$ cat config.mk
export PLATFORM = sky130hd
export DESIGN_NAME = pipe_rate_pm_ctrl
export DESIGN_NICKNAME = d
export VERILOG_FILES = /design/src/rtl/pipe_rate_pm_ctrl.sv
export SDC_FILE = /design/constraint.sdc
export NUM_CORES = 1
export LEC_CHECK = 0
export CAP_MARGIN = 20
export CORE_MARGIN = 1.5
export CORE_UTILIZATION = 50
export DETAILED_ROUTE_END_ITERATION = 8
export PLACE_DENSITY_LB_ADDON = 0.25
export SETUP_SLACK_MARGIN = 0.02
export SYNTH_ARGS = -nofsm -noshare
export SYNTH_HDL_FRONTEND = slang
export SYNTH_SLANG_ARGS = --single-unit
$ cat constraint.sdc
create_clock -name PCLK -period 2.2 [get_ports PCLK]
set_clock_uncertainty 0.1 [all_clocks]
set_input_delay 0.44 -clock PCLK [delete_from_list [all_inputs] [get_ports PCLK]]
set_output_delay 0.44 -clock PCLK [all_outputs]
set_load 0.01 [all_outputs]
$ cat src/rtl/pipe_rate_pm_ctrl.sv
// MAC-side sequencer for PIPE rate and power-state changes.
// Accepts one LTSSM request at a time, quiesces the transmitters, applies the
// new Rate/PowerDown, then completes the PCLK-change and per-lane PhyStatus
// handshake with the PHY, aborting on timeout.
module pipe_rate_pm_ctrl #(
  parameter int NUM_LANES      = 16,
  parameter int QUIESCE_CYCLES = 4,
  parameter int TIMEOUT_CYCLES = 1024
) (
  input  logic                 PCLK,
  input  logic                 Reset,
  input  logic                 req_valid,
  input  logic [3:0]           req_rate,
  input  logic [3:0]           req_powerdown,
  output logic                 req_ready,
  output logic                 busy,
  output logic                 done,
  output logic                 timeout_err,
  input  logic [NUM_LANES-1:0] PhyStatus,
  input  logic                 PclkChangeOk,
  output logic [3:0]           Rate,
  output logic [3:0]           PowerDown,
  output logic [NUM_LANES-1:0] TxElecIdle,
  output logic                 PclkChangeAck
);

  localparam int QW = (QUIESCE_CYCLES > 1) ? $clog2(QUIESCE_CYCLES) : 1;
  localparam int TW = $clog2(TIMEOUT_CYCLES + 1);
  localparam logic [QW-1:0] Q_LAST = QW'(QUIESCE_CYCLES - 1);
  localparam logic [TW-1:0] T_LAST = TW'(TIMEOUT_CYCLES - 1);
  localparam logic [3:0]    PD_P0  = 4'h0;
  localparam logic [3:0]    PD_P1  = 4'h2;

  typedef enum logic [2:0] {
    INIT, IDLE, QUIESCE, APPLY, WAIT_OK, WAIT_STATUS, DONE, ERR
  } state_t;

  state_t                 state;
  logic [QW-1:0]          quiesceCnt;
  logic [TW-1:0]          timeoutCnt;
  logic [NUM_LANES-1:0]   laneMask;
  logic [3:0]             latchRate;
  logic [3:0]             latchPowerDown;
  logic                   rateChange;

  logic [NUM_LANES-1:0]   maskNext;
  logic                   allLanesDone;
  logic                   timedOut;

  // Lane completion includes pulses arriving in the current cycle; the
  // timeout fires once the counter has reached its last allowed value.
  always_comb begin
    maskNext     = laneMask | PhyStatus;
    allLanesDone = &maskNext;
    timedOut     = (timeoutCnt >= T_LAST);
    req_ready    = (state == IDLE);
    busy         = (state != IDLE);
  end

  // Sequencer: single FSM with all PIPE outputs and status pulses registered.
  always_ff @(posedge PCLK) begin
    if (Reset) begin
      state          <= INIT;
      quiesceCnt     <= '0;
      timeoutCnt     <= '0;
      laneMask       <= '0;
      latchRate      <= 4'h0;
      latchPowerDown <= 4'h0;
      rateChange     <= 1'b0;
      Rate           <= 4'h0;
      PowerDown      <= PD_P1;
      TxElecIdle     <= '1;
      PclkChangeAck  <= 1'b0;
      done           <= 1'b0;
      timeout_err    <= 1'b0;
    end else begin
      done        <= 1'b0;
      timeout_err <= 1'b0;
      case (state)
        INIT: begin
          if (PhyStatus == '0) state <= IDLE;
        end
        IDLE: begin
          if (req_valid) begin
            latchRate      <= req_rate;
            latchPowerDown <= req_powerdown;
            rateChange     <= (req_rate != Rate);
            if ((req_rate == Rate) && (req_powerdown == PowerDown)) begin
              // No-op request completes immediately without touching the PHY.
              state      <= DONE;
              done       <= 1'b1;
              TxElecIdle <= (PowerDown == PD_P0) ? '0 : '1;
            end else begin
              state      <= QUIESCE;
              quiesceCnt <= '0;
              TxElecIdle <= '1;
            end
          end
        end
        QUIESCE: begin
          if (quiesceCnt == Q_LAST) begin
            state     <= APPLY;
            Rate      <= latchRate;
            PowerDown <= latchPowerDown;
          end else begin
            quiesceCnt <= quiesceCnt + 1'b1;
          end
        end
        APPLY: begin
          laneMask   <= '0;
          timeoutCnt <= '0;
          state      <= rateChange ? WAIT_OK : WAIT_STATUS;
        end
        WAIT_OK: begin
          laneMask   <= maskNext;
          timeoutCnt <= timeoutCnt + 1'b1;
          if (PclkChangeOk) begin
            PclkChangeAck <= 1'b1;
            state         <= WAIT_STATUS;
          end else if (timedOut) begin
            state         <= ERR;
            timeout_err   <= 1'b1;
            PclkChangeAck <= 1'b0;
            TxElecIdle    <= '1;
          end
        end
        WAIT_STATUS: begin
          laneMask   <= maskNext;
          timeoutCnt <= timeoutCnt + 1'b1;
          if (allLanesDone) begin
            state         <= DONE;
            done          <= 1'b1;
            PclkChangeAck <= 1'b0;
            TxElecIdle    <= (PowerDown == PD_P0) ? '0 : '1;
          end else if (timedOut) begin
            state         <= ERR;
            timeout_err   <= 1'b1;
            PclkChangeAck <= 1'b0;
            TxElecIdle    <= '1;
          end
        end
        DONE: begin
          state <= IDLE;
        end
        ERR: begin
          state <= IDLE;
        end
        default: begin
          state <= INIT;
        end
      endcase
    end
  end

endmodule

==> After elaboration in Yosys (flattened, before gate mapping) <==
Index checks and enable logic that the tools add are counted.
{ "word_totals": {"out_inout_bits": 29, "ff_bits": 68, "n_memories": 0, "romBits": 0, "latch_bits": 0, "ram_bits": 0} }
{ "op_classes": {"div": 0, "n_shift": 0, "reduce_logical": 16, "n_bitwise": 1, "add_sub_neg": 2, "magnitude_cmp": 1, "eq_ne": 18, "n_mux": 34, "mul": 0} }
{ "ops": {"columns": ["operator", "n"], "rows": [
  ["16-bit two-way mux", 6],
  ["16-bit one-hot mux with 3 select lines", 1],
  ["16-bit one-hot mux with 2 select lines", 1],
  ["11-bit one-hot mux with 2 select lines", 1],
  ["3-bit two-way mux", 7],
  ["3-bit one-hot mux with 7 select lines", 1],
  ["16-bit logical NOT", 1],
  ["16-bit OR", 1],
  ["16-bit AND reduction", 1],
  ["3-bit equality test (second input constant)", 4],
  ["2-bit inequality test (second input constant)", 6],
  ["11-bit by 1-bit adder with 11-bit output (second input constant)", 1],
  ["11-bit by 10-bit >= comparator with 1-bit output (second input constant)", 1],
  ["1-bit two-way mux", 10],
  ["4-bit equality test", 2],
  ["3-bit by 2-bit equality test with 1-bit output (second input constant)", 2],
  ["2-bit two-way mux", 3],
  ["1-bit one-hot mux with 2 select lines", 3],
  ["3-bit AND reduction", 2],
  ["2-bit nonzero test", 3],
  ["4-bit logical NOT", 1],
  ["4-bit inequality test", 1],
  ["2-bit one-hot mux with 2 select lines", 1],
  ["2-bit AND reduction", 2],
  ["other kinds (9)", 10]
]} }

==> Depth between registers and ports, before layout <==
{ "logic_depth": {"depth_word": 5, "ltp_mapped": 9} }

==> Worst setup path after synthesis <==
No wires, ideal clock.
{ "synth_timing": {"kind": "register to register", "start": "reg state[1]", "end": "reg laneMask[10]", "t_arrival_ps": 1724, "setup_slack_ps": 259, "setup_ps": 117, "stages_incl_launch_ff": 9, "cell_sequence": "dfxtp_1 inv_1 ha_1 clkbuf_1 or3_1 nand2b_1 clkbuf_1 buf_2 nor2_1"} }
{ "synth_between": {"elab_chain_len": 3} }
{ "synth_rtl": {"columns": ["element", "line", "rtl"], "rows": [
  ["start: declaration", "38", "state_t state;"],
  ["start signal: assignment", "112", "state <= rateChange ? WAIT_OK : WAIT_STATUS;"],
  ["3-bit equality test", "79", "case (state)"],
  ["2-bit OR reduction (no source line)", null, null],
  ["16-bit one-hot mux with 2 select lines / 2-bit nonzero test (equally long branches)", null, null],
  ["end signal: assignment", "115", "laneMask <= maskNext;"],
  ["end signal: assignment", "128", "laneMask <= maskNext;"],
  ["end: declaration", "41", "logic [NUM_LANES-1:0] laneMask;"]
]} }
Parallel ways exist; a longest one is shown, timed or not.
A chain may end at the register's enable or synchronous reset.

==> Worst setup path after layout <==
{ "layout_timing": {"start": "reg state[2]", "end": "out busy"} }
{ "layout_between": {"elab_chain_len": 1} }
{ "layout_rtl": {"columns": ["element", "line", "rtl"], "rows": [
  ["3-bit by 1-bit inequality test with 1-bit output", "57", "busy = (state != IDLE);"],
  ["end: declaration", "16", "output logic busy,"]
]} }
Every way passes these cells.

==> reports/qor.csv <==
metric,value,unit
CTS tree,yes,
Cell variety after synth,51,
"Hold-fix buffers, CTS",0,
Post-synth top cells,"dfxtp_1 (68), a21oi_1 (59), nor2_1 (52), nand2_1 (47)",
Antenna diodes,0,
largest net degree at the start of global routing,27,
max_cap viols,0,
leak pwr,1.74,nW
sw power,0.520,mW
Flop pwr share,47.3,%
gr ovfl total,0,
synth-to-layout area growth,33.3,%
"Avg Cell Area, Syn",8.39,um^2
dpl cells,533,
Fmax achieved,0.480,GHz
Mapped Cells,385,
crit-path max FO,7,
Clk pwr share,47.6,%
Clock Path Buffers,2,
Synthesis Warnings,0,
Initial Util,51.4,%
core area,6280,um^2
top-count cell post-synth,dfxtp_1,
final wirelength,7880,um
kind of critical path,flop to output pin,
post-route ant nets,0,
layout cell share with drive strength beyond 1,17.6,%
Setup crit end kind,output pin,
Total GRT Usage,23.0,%
Seq cells post-synth,68,
Die X,83.4,um
cell area after synthesis,3230,um^2
worst hold path class,flop to flop,
DR vias,3087,
Avg WL per Cell,14.4,um
Worst-path clk slew,0.07,ns
CTS Buf Count,9,
RSZ-0062 raised after global routing,false,
fillers,529,
async set-reset flop share out of synthesis,0,%
Comb pwr share,5.1,%
sequential element share of the synthesized area,42.2,%
Synth area leader,dfxtp_1,
post-DP HPWL,5390,um
DR iter-0 viols,179,
Multi-input gate area,1720,um^2
critical path required time,1.66,ns
Final Cycle Share,94.8,%
CP Data Arrival Time,1.54,ns
Peak VDD IR,0.512,mV
Util after Layout,68.6,%
gpl congestion,0.815,
status,finished clean,
Cell Int Power,2.08,mW
"Top FF cell, synth",dfxtp_1,
# DRC,0,
H-tree depth,3,
Final Critical Period,2.08,ns
Post-synth EDFFs,0,
Synth area leaders,"dfxtp_1 (42%), a21oi_1 (9.1%), nor2_1 (6.0%), nand2_1 (5.5%), o211a_1 (5.0%)",
Die ar.,6950,um^2
fin. max-slew vios,0,
PortBufs,56,
CTS Root Cell,clkbuf_8,
Die H,83.4,um
Worst setup SP type,flop,
switching share of power,20.0,%
"Setup violations, final",0,
nets,498,
post-synth top area share,42.2,%
design area,4310,um^2
CTS Sinks,68,
overall power,2.60,mW
Layout Cells excl Fill,548,
global-route wire length before repair,13100,um
register area,1360,um^2
flop2flop setup slack,0.24,ns
Cell Pwr Density,604,nW/um^2
Via density,5.63,
Ports,57,
vias in the first global route,2936,
placed instance area,4050,um^2
initial antenna violation count,0,
Skew-Pair Late Insertion Delay,0.34,ns
Final Hold Viols,0,
slew margin rel.,68.1,%
Site Rows,29,
worst-margin pin slew,0.478,ns
DR pass1 iterations,4,
Post-Syn Nets,416,
-- power groups by stage --
stage	sequential [mW]	combinational [mW]	clock, mW
CTS	1.23	0.131	1.25
detailed placement	1.26	0.130	0
finish	1.23	0.131	1.24
global route	1.23	0.141	1.31
global placement	1.26	0.129	0
floorplan	1.26	0.0353	0
-- through the flow --
stage	setup TNS (ns)	hold slack, ns	setup WS [ns]
2_1_floorplan	0	0.332	0.259
3_3_place_gp	-2.80	0.337	-0.211
3_5_place_dp	-3.37	0.349	-0.290
4_1_cts	0	0.358	0.0713
5_1_grt	0	0.382	0.0298
6_report	0	0.356	0.115
-- what timing repair did --
| action | in CTS | in global routing |
|---|---|---|
| resized for setup | 3 | 3 |
| cloned | 0 | 0 |
| buffers inserted | 0 | 0 |
| setup endpoints to repair | 1 | 18 |
-- routing by layer --
metal | wire (um) | GRT usage [%] | up-vias
met3 | 333 | 4.27 | 17
met1 | 3540 | 28.6 | 1466
li1 | - | - | 1527
met2 | 3840 | 38.7 | 77
met5 | 0 | 0 | -
met4 | 163 | 10.6 | 0
-- cells in the final DEF, fill, tap and decap left out, types with 3 or more instances in the layout --
cell type | synthesis | layout
o22ai_1 | 9 | 9
inv_1 | 6 | 6
nor3_1 | 4 | 3
nor2_2 | 3 | 4
bufinv_16 | 0 | 3
a311oi_1 | 3 | 3
ha_1 | 3 | 3
nor2_1 | 52 | 51
clkbuf_8 | 0 | 10
a31oi_1 | 3 | 3
xor2_1 | 9 | 9
o21ai_2 | 10 | 10
nand2_1 | 47 | 46
buf_4 | 0 | 38
o211a_1 | 16 | 16
nor2b_1 | 4 | 4
clkdlybuf4s50_1 | 0 | 55
dfxtp_1 | 68 | 68
o211ai_1 | 3 | 3
and3_1 | 4 | 4
or3_1 | 3 | 3
nand3_1 | 8 | 8
nor4_1 | 5 | 4
a21oi_1 | 59 | 59
o21ai_0 | 10 | 10
-- worst paths after layout --
| check | from | endpoint | depth (start not counted) |
|---|---|---|---|
| worst max-delay path | state[2]$_SDFFE_PP0P_ | busy | 3 |
| worst min-delay path | latchRate[3]$_SDFFE_PP0P_ | latchRate[3]$_SDFFE_PP0P_ | 2 |
| worst max register to register | state[1]$_SDFFE_PP0P_ | laneMask[4]$_SDFFE_PP0P_ | 6 |
| worst min register to register | latchRate[3]$_SDFFE_PP0P_ | latchRate[3]$_SDFFE_PP0P_ | 2 |
-- logic make-up after synthesis --
family	after synthesis	share of synthesized area [%]
buf+inv	30	5.19
simple gates	149	22.9
flops	68	42.2
fa+ha+maj	3	1.16
compound gates	123	25.3
xor+xnor	10	2.71
mux	2	0.620
-- flip-flops by register name, indices dropped and copies added, names as in the netlist --
| signal | count |
|---|---|
| state | 3 |
| PowerDown | 4 |
| PclkChangeAck | 1 |
| timeout_err | 1 |
| Rate | 4 |
| latchRate | 4 |
| timeoutCnt | 11 |
| quiesceCnt | 2 |
| TxElecIdle | 16 |
| laneMask | 16 |
| rateChange | 1 |
| latchPowerDown | 4 |
| done | 1 |
-- layout make-up --
| type | count | share of cell area [%] |
|---|---|---|
| inverters | 6 | 0.523 |
| multi-input cells | 287 | 40.0 |
| clock inverters | 5 | 2.32 |
| well taps | 77 | 2.24 |
| repair buffers | 95 | 20.1 |
| clock buffers | 10 | 3.20 |
| flip-flops and latches | 68 | 31.6 |
-- critical path: stages, from the launching register on --
cell and delay [ns]:
dfxtp_1 0.44, nor2_2 0.08, nand2_2 0.13, clkdlybuf4s50_1 0.55
Power figures use the tool's default switching activity.
==> RTL edit, RTL diff (same flow settings) <==
`TIMEOUT_CYCLES`: 1024 -> 2048.
--- a/src/rtl/pipe_rate_pm_ctrl.sv
+++ b/src/rtl/pipe_rate_pm_ctrl.sv
@@ -6,5 +6,5 @@
   parameter int NUM_LANES      = 16,
   parameter int QUIESCE_CYCLES = 4,
-  parameter int TIMEOUT_CYCLES = 1024
+  parameter int TIMEOUT_CYCLES = 2048
 ) (
   input  logic                 PCLK,
Check against the original RTL: no difference found for any inputs over 10 cycles, from zero or initial values and one cycle with Reset high; that may be too few to reach the edited logic, so the function may still have changed.
==> RTL edit against the unedited design <==
Power rose by 0.65%. Largest power group is now registers. Sequential cell count rose by 1. Setup slack got worse by 27 ps. Die area rose by 0.37%. Via count rose by 0.62%. Design area rose by 0.52%. Synthesized area rose by 0.39%. Wire length rose by 1.4%. Register-to-register slack got worse by 150 ps.
==> RTL edit: results (changes against the unedited design) <==
* Hold Crit Start: latchPowerDown[3]$_SDFFE_PP0P_ (was latchRate[3]$_SDFFE_PP0P_)
* Worst R2R Setup Slack at 90 ps (was 240 ps)
* CP peak stage delay at 510 ps (was 550 ps)
* # fillers at 519 (was 529)
* Critical path peak fanout at 16 (was 7)
* Synth Area in Compound Gates at 30.1% (was 25.3%)
* # resized after CTS at 4 (was 3)
* WL final at 7990 um (was 7880 um)
* Worst vdd ir at 0.570 mV (was 0.512 mV)
* All-Layer GR Usage at 23.7% (was 23.0%)
* Internal Power at 0.00207 W (was 0.00208 W)
* GP Congestion at 0.815 (about the same)
* XOR/XNOR share of the synthesized area at 2.70% (was 2.71%)
* Post-Synth Adder-Cell Area at 1.16% (about the same)
* Leak at 1.51 nW (was 1.74 nW)
* Syn_nets at 424 (was 416)
* Nets at 496 (was 498)
* Mux cell area share after synthesis at 0.618% (was 0.620%)
* Placed instance count at 530 (was 533)
* Slew @ Worst Pin at 470 ps (was 478 ps)
* Unique masters post-synth at 45 (was 51)
* Initial DRC count at 195 (was 179)
* Layout cells sized above 1 at 14.7% (was 17.6%)
* First-pass GRT wire length at 13500 um (was 13100 um)
* Outcome: completed (unchanged)
* Syn avg cell area at 8.25 um2 (was 8.39 um2)
* Register area share after synthesis at 42.6% (was 42.2%)
* Root buf cell: clkbuf_8 (unchanged)
* Max Freq at 474 MHz (was 480 MHz)
* Drt drc at 0 (unchanged)
* Top Registers: TxElecIdle x16, laneMask x16, timeoutCnt x12 (was TxElecIdle x16, laneMask x16, timeoutCnt x11)
* Largest net degree at the start of global routing at 36 (was 27)
* Estimated wirelength of the detail-placed design at 5360 um (was 5390 um)
* Critical path class: in -> reg (was reg -> out)
* Via Count at 3106 (was 3087)
* Ranking of synthesized cells by area: dfxtp_1, a21oi_1, nand2_1 (was dfxtp_1, a21oi_1, nor2_1)
* Worst Path Arrival at 2240 ps (was 1540 ps)
* R2r endpoint: TxElecIdle[15]$_SDFFE_PP1P_ (was laneMask[4]$_SDFFE_PP0P_)
* Worst r2r path cells at 5 (was 6)
* Post-synth top cells: dfxtp_1, a21oi_1, nand2_1 (was dfxtp_1, a21oi_1, nor2_1)
* Postcts setup bufs at 1 (was 0)
* Pre-CTS setup slack at -273 ps (was -290 ps)
[RTL edit: cell type report]
cell class | instances | area share [%]
multi-input cells | 293 | 40.2
flip-flops and latches | 69 | 32.0
repair buffers | 86 | 19.5
clock buffers | 9 | 2.86
clock inverters | 7 | 2.63
well taps | 77 | 2.23
inverters | 6 | 0.520
[RTL edit: metrics by stage]
stage          hold slack [ps]  util (%)  cell area (um2)
2_1_floorplan              332         -             3240
3_3_place_gp               337      64.1             4050
3_5_place_dp               348      64.1             4050
4_1_cts                    359      68.1             4300
5_1_grt                    383      68.5             4330
6_report                   359      68.5             4330
[RTL edit: worst min-delay path by stage]
stage | slack, ps | end | depth (start not counted)
2_1_floorplan | 330 | Rate[0]$_SDFFE_PP0P_ | 2
3_3_place_gp | 340 | PowerDown[3]$_SDFFE_PP0P_ | 2
3_5_place_dp | 350 | PowerDown[2]$_SDFFE_PP0P_ | 2
4_1_cts | 360 | PowerDown[3]$_SDFFE_PP0P_ | 2
5_1_grt | 380 | latchRate[0]$_SDFFE_PP0P_ | 2
6_report | 360 | latchPowerDown[3]$_SDFFE_PP0P_ | 2
[RTL edit: logic make-up after synthesis]
kind of cell / Yosys count
mux: 2
fa+ha+maj: 3
xor+xnor: 10
buf+inv: 31
compound gates: 148
flops: 69
simple gates: 130
[RTL edit: worst reg2reg max path, delay by kind of cell, from the launching register on]
kind,cells,cell delay [ps]
AOI/OAI and AO/OA,3,610
DFF,1,310
and+or+nand+nor,2,970
[RTL edit: routing by layer]
layer	vias to the layer above	part of all wire (%)	global-route usage, %	routed length (um)
li1	1572	-	-	-
met1	1469	48	31.2	3840
met2	55	47	38.0	3760
met3	10	3.5	6.13	276
met4	0	1.4	7.90	109
met5	-	0	0	0
